## src/rtl/audio_pkg.sv

```systemverilog
// Shared definitions for the microphone capture engine: default widths,
// FSM state encoding and the input-word slice helper.
package audio_pkg;

  localparam int unsigned ADDR_W_DEF   = 18;
  localparam int unsigned SAMPLE_W_DEF = 6;

  // Stored samples are the top SAMPLE_W bits of the 32-bit controller word.
  function automatic int unsigned sample_lsb(input int unsigned sample_w);
    return 32 - sample_w;
  endfunction

  localparam int unsigned SAMPLE_LSB = sample_lsb(SAMPLE_W_DEF);

  typedef enum logic [1:0] {
    IDLE    = 2'd0,
    CAPTURE = 2'd1,
    FINISH  = 2'd2
  } state_e;

endpackage

```

## src/rtl/audio_capture_peak_meter.sv

```systemverilog
// Peak magnitude tracker for kept samples; built only when
// AUDIO_CAPTURE_PEAK_EN is defined.
`ifdef AUDIO_CAPTURE_PEAK_EN
module capture_peak_meter
  import audio_pkg::*;
#(
  parameter int unsigned SAMPLE_W = SAMPLE_W_DEF
) (
  input  logic                clk,
  input  logic                reset,
  input  logic                clear_i,
  input  logic                valid_i,
  input  logic [SAMPLE_W-1:0] sample_i,
  output logic [SAMPLE_W-2:0] peak_o
);

  localparam logic [SAMPLE_W-2:0] MAG_MAX = '1;

  logic [SAMPLE_W-1:0] neg;
  logic [SAMPLE_W-2:0] mag;
  logic [SAMPLE_W-2:0] peak_q;

  // The most negative code has no positive twin, so it saturates to MAG_MAX.
  always_comb begin
    neg = ~sample_i + 1'b1;
    if (!sample_i[SAMPLE_W-1]) mag = sample_i[SAMPLE_W-2:0];
    else if (neg[SAMPLE_W-1])  mag = MAG_MAX;
    else                       mag = neg[SAMPLE_W-2:0];
  end

  always_ff @(posedge clk) begin
    if (reset || clear_i)               peak_q <= '0;
    else if (valid_i && (mag > peak_q)) peak_q <= mag;
  end

  assign peak_o = peak_q;

endmodule
`endif

```

## src/rtl/audio_capture.sv

```systemverilog
// Records a decimated, fixed-length microphone clip into sample RAM and keeps
// the controller FIFO drained otherwise. Optional peak port: AUDIO_CAPTURE_PEAK_EN.
module audio_capture
  import audio_pkg::*;
#(
  parameter int unsigned       ADDR_W    = ADDR_W_DEF,
  parameter int unsigned       SAMPLE_W  = SAMPLE_W_DEF,
  parameter logic [ADDR_W-1:0] BASE_ADDR = '0,
  parameter int unsigned       CLIP_LEN  = 16396,
  parameter int unsigned       DECIM     = 4
) (
  input  logic                CLOCK_50,
  input  logic                reset,
  input  logic                start,
  input  logic                stop,
  input  logic                audio_in_available,
  input  logic [31:0]         left_channel_audio_in,
  output logic                read_audio_in,
  output logic [ADDR_W-1:0]   mem_addr,
  output logic [SAMPLE_W-1:0] mem_data,
  output logic                mem_wren,
  output logic                busy,
  output logic                done,
  output logic [ADDR_W-1:0]   sample_count
`ifdef AUDIO_CAPTURE_PEAK_EN
  ,
  output logic [SAMPLE_W-2:0] peak
`endif
);

  localparam int unsigned       LSB      = sample_lsb(SAMPLE_W);
  localparam int unsigned       DW       = (DECIM > 1) ? $clog2(DECIM) : 1;
  localparam logic [DW-1:0]     CNT_MAX  = DW'(DECIM - 1);
  localparam logic [ADDR_W-1:0] LAST_CNT = ADDR_W'(CLIP_LEN - 1);

  state_e              state_q, state_d;
  logic [DW-1:0]       cnt_q, cnt_d;
  logic [ADDR_W-1:0]   ptr_q, ptr_d;
  logic [ADDR_W-1:0]   count_q, count_d;
  logic [SAMPLE_W-1:0] data_q, data_d;
  logic                wren_q, wren_d;
  logic                stop_q, stop_d;

  logic [SAMPLE_W-1:0] sample_in;
  logic                keep;
  logic                last_write;
  logic                capture_start;
  logic                unused_lsbs;

  assign sample_in   = left_channel_audio_in[31:LSB];
  assign unused_lsbs = ^left_channel_audio_in[LSB-1:0];

  // NOTE: every always_comb output gets a default first so no path leaves it
  // unassigned; otherwise synthesis infers a latch.
  always_comb begin
    state_d       = state_q;
    cnt_d         = cnt_q;
    ptr_d         = ptr_q;
    count_d       = count_q;
    data_d        = data_q;
    wren_d        = 1'b0;
    stop_d        = stop_q;
    keep          = 1'b0;
    capture_start = 1'b0;
    last_write    = wren_q && (count_q == LAST_CNT);
    // Accepting in CAPTURE and draining elsewhere both pop every sample offered.
    read_audio_in = audio_in_available;

    case (state_q)
      IDLE: begin
        if (start && !stop) begin
          state_d       = CAPTURE;
          capture_start = 1'b1;
        end
      end
      CAPTURE: begin
        if (wren_q) begin
          count_d = count_q + 1'b1;
          if (!last_write) ptr_d = ptr_q + 1'b1;
        end
        if (audio_in_available) cnt_d = (cnt_q == CNT_MAX) ? '0 : cnt_q + 1'b1;
        // No new keep once stopping or once the clip's final write is under way.
        keep = audio_in_available && (cnt_q == '0) && !stop_q && !last_write;
        if (keep) begin
          data_d = sample_in;
          wren_d = 1'b1;
        end
        if (stop) stop_d = 1'b1;
        if (last_write || ((stop || stop_q) && !keep)) state_d = FINISH;
      end
      FINISH:  state_d = IDLE;
      default: state_d = IDLE;
    endcase

    if (capture_start) begin
      cnt_d   = '0;
      ptr_d   = BASE_ADDR;
      count_d = '0;
      stop_d  = 1'b0;
    end
  end

  // NOTE: sequential state uses non-blocking assignments so all registers
  // update together from the same pre-edge values.
  always_ff @(posedge CLOCK_50) begin
    if (reset) begin
      state_q <= IDLE;
      cnt_q   <= '0;
      ptr_q   <= BASE_ADDR;
      count_q <= '0;
      data_q  <= '0;
      wren_q  <= 1'b0;
      stop_q  <= 1'b0;
    end else begin
      state_q <= state_d;
      cnt_q   <= cnt_d;
      ptr_q   <= ptr_d;
      count_q <= count_d;
      data_q  <= data_d;
      wren_q  <= wren_d;
      stop_q  <= stop_d;
    end
  end

  assign mem_addr     = ptr_q;
  assign mem_data     = data_q;
  assign mem_wren     = wren_q;
  assign busy         = (state_q == CAPTURE);
  assign done         = (state_q == FINISH);
  assign sample_count = count_q;

`ifdef AUDIO_CAPTURE_PEAK_EN
  capture_peak_meter #(
    .SAMPLE_W (SAMPLE_W)
  ) u_peak (
    .clk      (CLOCK_50),
    .reset    (reset),
    .clear_i  (capture_start),
    .valid_i  (keep),
    .sample_i (sample_in),
    .peak_o   (peak)
  );
`endif

endmodule

```

## config.mk

```make
export PLATFORM = sky130hd
export DESIGN_NAME = audio_capture
export DESIGN_NICKNAME = d
export VERILOG_FILES = /design/src/rtl/audio_pkg.sv /design/src/rtl/audio_capture_peak_meter.sv /design/src/rtl/audio_capture.sv
export SDC_FILE = /design/constraint.sdc
export NUM_CORES = 1
export LEC_CHECK = 0
export ABC_CLOCK_PERIOD_IN_PS = 2650
export CAP_MARGIN = 20
export CORE_ASPECT_RATIO = 0.7
export CORE_MARGIN = 2
export CORE_UTILIZATION = 68
export DETAILED_ROUTE_END_ITERATION = 6
export DONT_BUFFER_PORTS = 1
export GPL_ROUTABILITY_DRIVEN = 0
export HOLD_SLACK_MARGIN = 0.03
export PLACE_DENSITY = 0.84
export SKIP_LAST_GASP = 1
export SLEW_MARGIN = 10
export SYNTH_ARGS = -nofsm -noshare
export SYNTH_HDL_FRONTEND = slang
export SYNTH_SLANG_ARGS = --single-unit
```

## constraint.sdc

```tcl
create_clock -name CLOCK_50 -period 2.65 [get_ports CLOCK_50]
set_input_delay 0.1325 -clock CLOCK_50 [delete_from_list [all_inputs] [get_ports CLOCK_50]]
set_output_delay 0.1325 -clock CLOCK_50 [all_outputs]
set_load 0.01 [all_outputs]
```

==> results.txt <==
outcome -> complete, no violations
maximum clock frequency -> 464 MHz
Clock Root Buffer -> clkbuf_8
EDFF count, synth -> 0
Final period util -> 0.814
Die ar. -> 4250 µm²
CTS sink cnt -> 48
Hold Crit Start -> stop
crit-path max cell delay -> 0.77 ns
remaining antenna violation count -> 0
Clock Latency Late Sink -> 0.31 ns
post-CTS setup buffers -> 0
Final setup viols -> 0
# DRC -> 0
HP Class -> primary input to register
io pins -> 83
CP bufs+invs -> 0
sequential share of the synthesized area -> 0.378
Die W -> 77.0 µm
max-cap violations -> 0
Arr. time, crit path -> 2.40 ns
final instance area -> 2780 µm²
via count -> 2174
Worst-path clk slew -> 0.09 ns
DP Area -> 2570 µm²
crit path launch -> sample_count[0]$_SDFFE_PP0P_
Final Critical Period -> 2.16 ns
post-route worst setup slack -> 0.494 ns
slowest cell on the critical path -> a2111oi_0
CTS tree -> done
hold_buf cts -> 10
H-Tree Depth -> 2
Tightest Pin Transition -> 0.807 ns
Die Y -> 55.1 µm
TritonCTS buffer count -> 5
total core area -> 3560 µm²
Max Slew Vio Count -> 0
layout overhead on the synthesized area -> 9.56%
Initial Util -> 0.714
Yosys reg bits -> 48
area occupied by multi-input gates -> 1480 µm²
first-pass GRT wire length -> 9340 µm
WP data required -> 2.89 ns
vias in the first global route -> 1939
Tot GR Track Use -> 0.284
RSZ-0062 raised after global routing -> no
slew margin rel. -> 0.448
# rows -> 18
Cell variety after synth -> 48
Setup TNS Final -> 0 ns
Crit path max-delay family -> compound AO/OA/AOI/OAI gates
CTS max path bufs -> 2
maximum number of pins on one net before global-route repair -> 27
Mapped Cells -> 285
share of layout cells above drive strength 1 -> 0.0956
Hold Worst Slack -> 0.0306 ns
Ys Warns -> 0
register area -> 961 µm²
async set or reset register ratio after synthesis -> 0
Avg Inst Size Synth -> 8.91 µm²
VDD IR max -> 435 µV
total grt overflow -> 0
cells along the critical path -> ha_1, and4_1, a2111oi_0, mux2i_1
final clock skew -> 0.0102 ns
Post-DP HPWL -> 3730 µm
vias per cell -> 6.34
Syn Std Cell Area -> 2540 µm²
Filler Cells Inserted -> 265
ys flop type -> dfxtp_1
Hold Fails Final Rpt -> 0
PD cells -> 487 nW/µm²
Synth Net Count -> 326
port bufs -> 0
Setup crit end kind -> register
ANT cells -> 0
initial antenna violation count -> 0
worst slack, placed -> 0.617 ns
CP Class -> register to register
startpoint types -> register
Overall Power -> 1.36 mW
Final #Nets -> 333
1st-pass router iterations -> 4
CTS-repair resized insts -> 0
Routed wire per std cell -> 17.1 µm
initial DRC count -> 164
standby leakage power -> 0.912 nW
RR Startpoint -> sample_count[0]$_SDFFE_PP0P_
routed wire length -> 5880 µm
Max Fanout on Critical Path -> 10
per-layer routing:
layer  GRT usage  vias up  wire [µm]
met1       0.361     1033       2730
met3      0.0925        6        395
met2       0.480       68       2710
met4      0.0774        0         41
li1            -     1067          -
met5           0        -          0
area by class of cell:
class / count / area share
tap: 50 / 0.0225
timing repair buffer: 17 / 0.0549
clock buffer: 6 / 0.0261
multi-input combinational: 216 / 0.533
inverter: 4 / 0.00540
clock inverter: 2 / 0.0126
sequential: 48 / 0.345
registers in the layout (all words and copies together), names as in the netlist:
| name | count |
|---|---|
| stop_q | 1 |
| mem_data | 6 |
| cnt_q | 2 |
| mem_wren | 1 |
| state_q | 2 |
| sample_count | 18 |
| mem_addr | 18 |
power breakdown:
group          leakage [nW]  internal (mW)  switching (mW)
combinational         0.470         0.0408          0.0465
clock                0.0552          0.280           0.252
sequential            0.387          0.727         0.00969
total                 0.912           1.05           0.308
synth_stat cells (2+ instances only):
cell	instances	area, µm²
a21oi_1	14	70.1
inv_1	4	15.0
mux2i_1	22	220
nor2_1	15	56.3
a2111oi_2	3	45.0
nand4_1	9	56.3
xnor2_1	4	35.0
and3_1	2	12.5
a2111o_1	3	33.8
o311ai_0	2	17.5
or2_2	2	12.5
xor2_1	6	52.6
buf_4	3	22.5
a2111oi_0	4	35.0
o41ai_1	2	17.5
a211oi_1	5	37.5
nor4_1	3	18.8
dfxtp_1	48	961
or3_1	19	119
nor4b_1	2	17.5
clkbuf_1	10	37.5
or4_1	3	22.5
nand2_1	39	146
nand3_1	10	50.1
nand2b_1	12	75.1
buf_2	3	15.0
o31ai_1	3	22.5
ha_1	4	50.1
and4_1	6	52.6
o21ai_0	5	25.0
stage by stage:
stage               instances   util
floorplan                 285      -
global placement          325  0.724
detailed placement        325  0.724
CTS                       343  0.782
global route              343  0.782
finish                    343  0.782
cells in the final DEF, fill, tap and decap left out, drive strengths merged, types with 7 or more instances in the layout:
cell type    Yosys  routed
dfxtp           48      48
nand2           39      39
mux2i           22      22
or3             20      20
nor2            15      15
a21oi           14      14
nand2b          12      12
nand3           10      10
dlygate4sd3      0      10
nand4           10      10
buf              7       7
a2111oi          7       7
final timing paths:
check | slack [ns] | end | depth (start not counted)
max | 0.49 | mem_addr[10]$_SDFFE_PP0P_ | 4
min | 0.03 | state_q[0]$_SDFFE_PP0P_ | 2
max reg2reg | 0.49 | mem_addr[10]$_SDFFE_PP0P_ | 4
min reg2reg | 0.49 | cnt_q[1]$_SDFFE_PP0P_ | 2
logic make-up (layout without fill, tap and decap cells):
group,after synthesis,count (layout),share of synthesized area
AOI/OAI and AO/OA,45,45,0.137
xor gates and xnor gates,10,10,0.0345
adders and majority gates,4,4,0.0197
buffers and inverters,21,29,0.0399
DFF,48,48,0.378
muxes,22,22,0.0867
and+or+nand+nor,135,135,0.304
No activity file was read; power rests on OpenSTA's default activity.
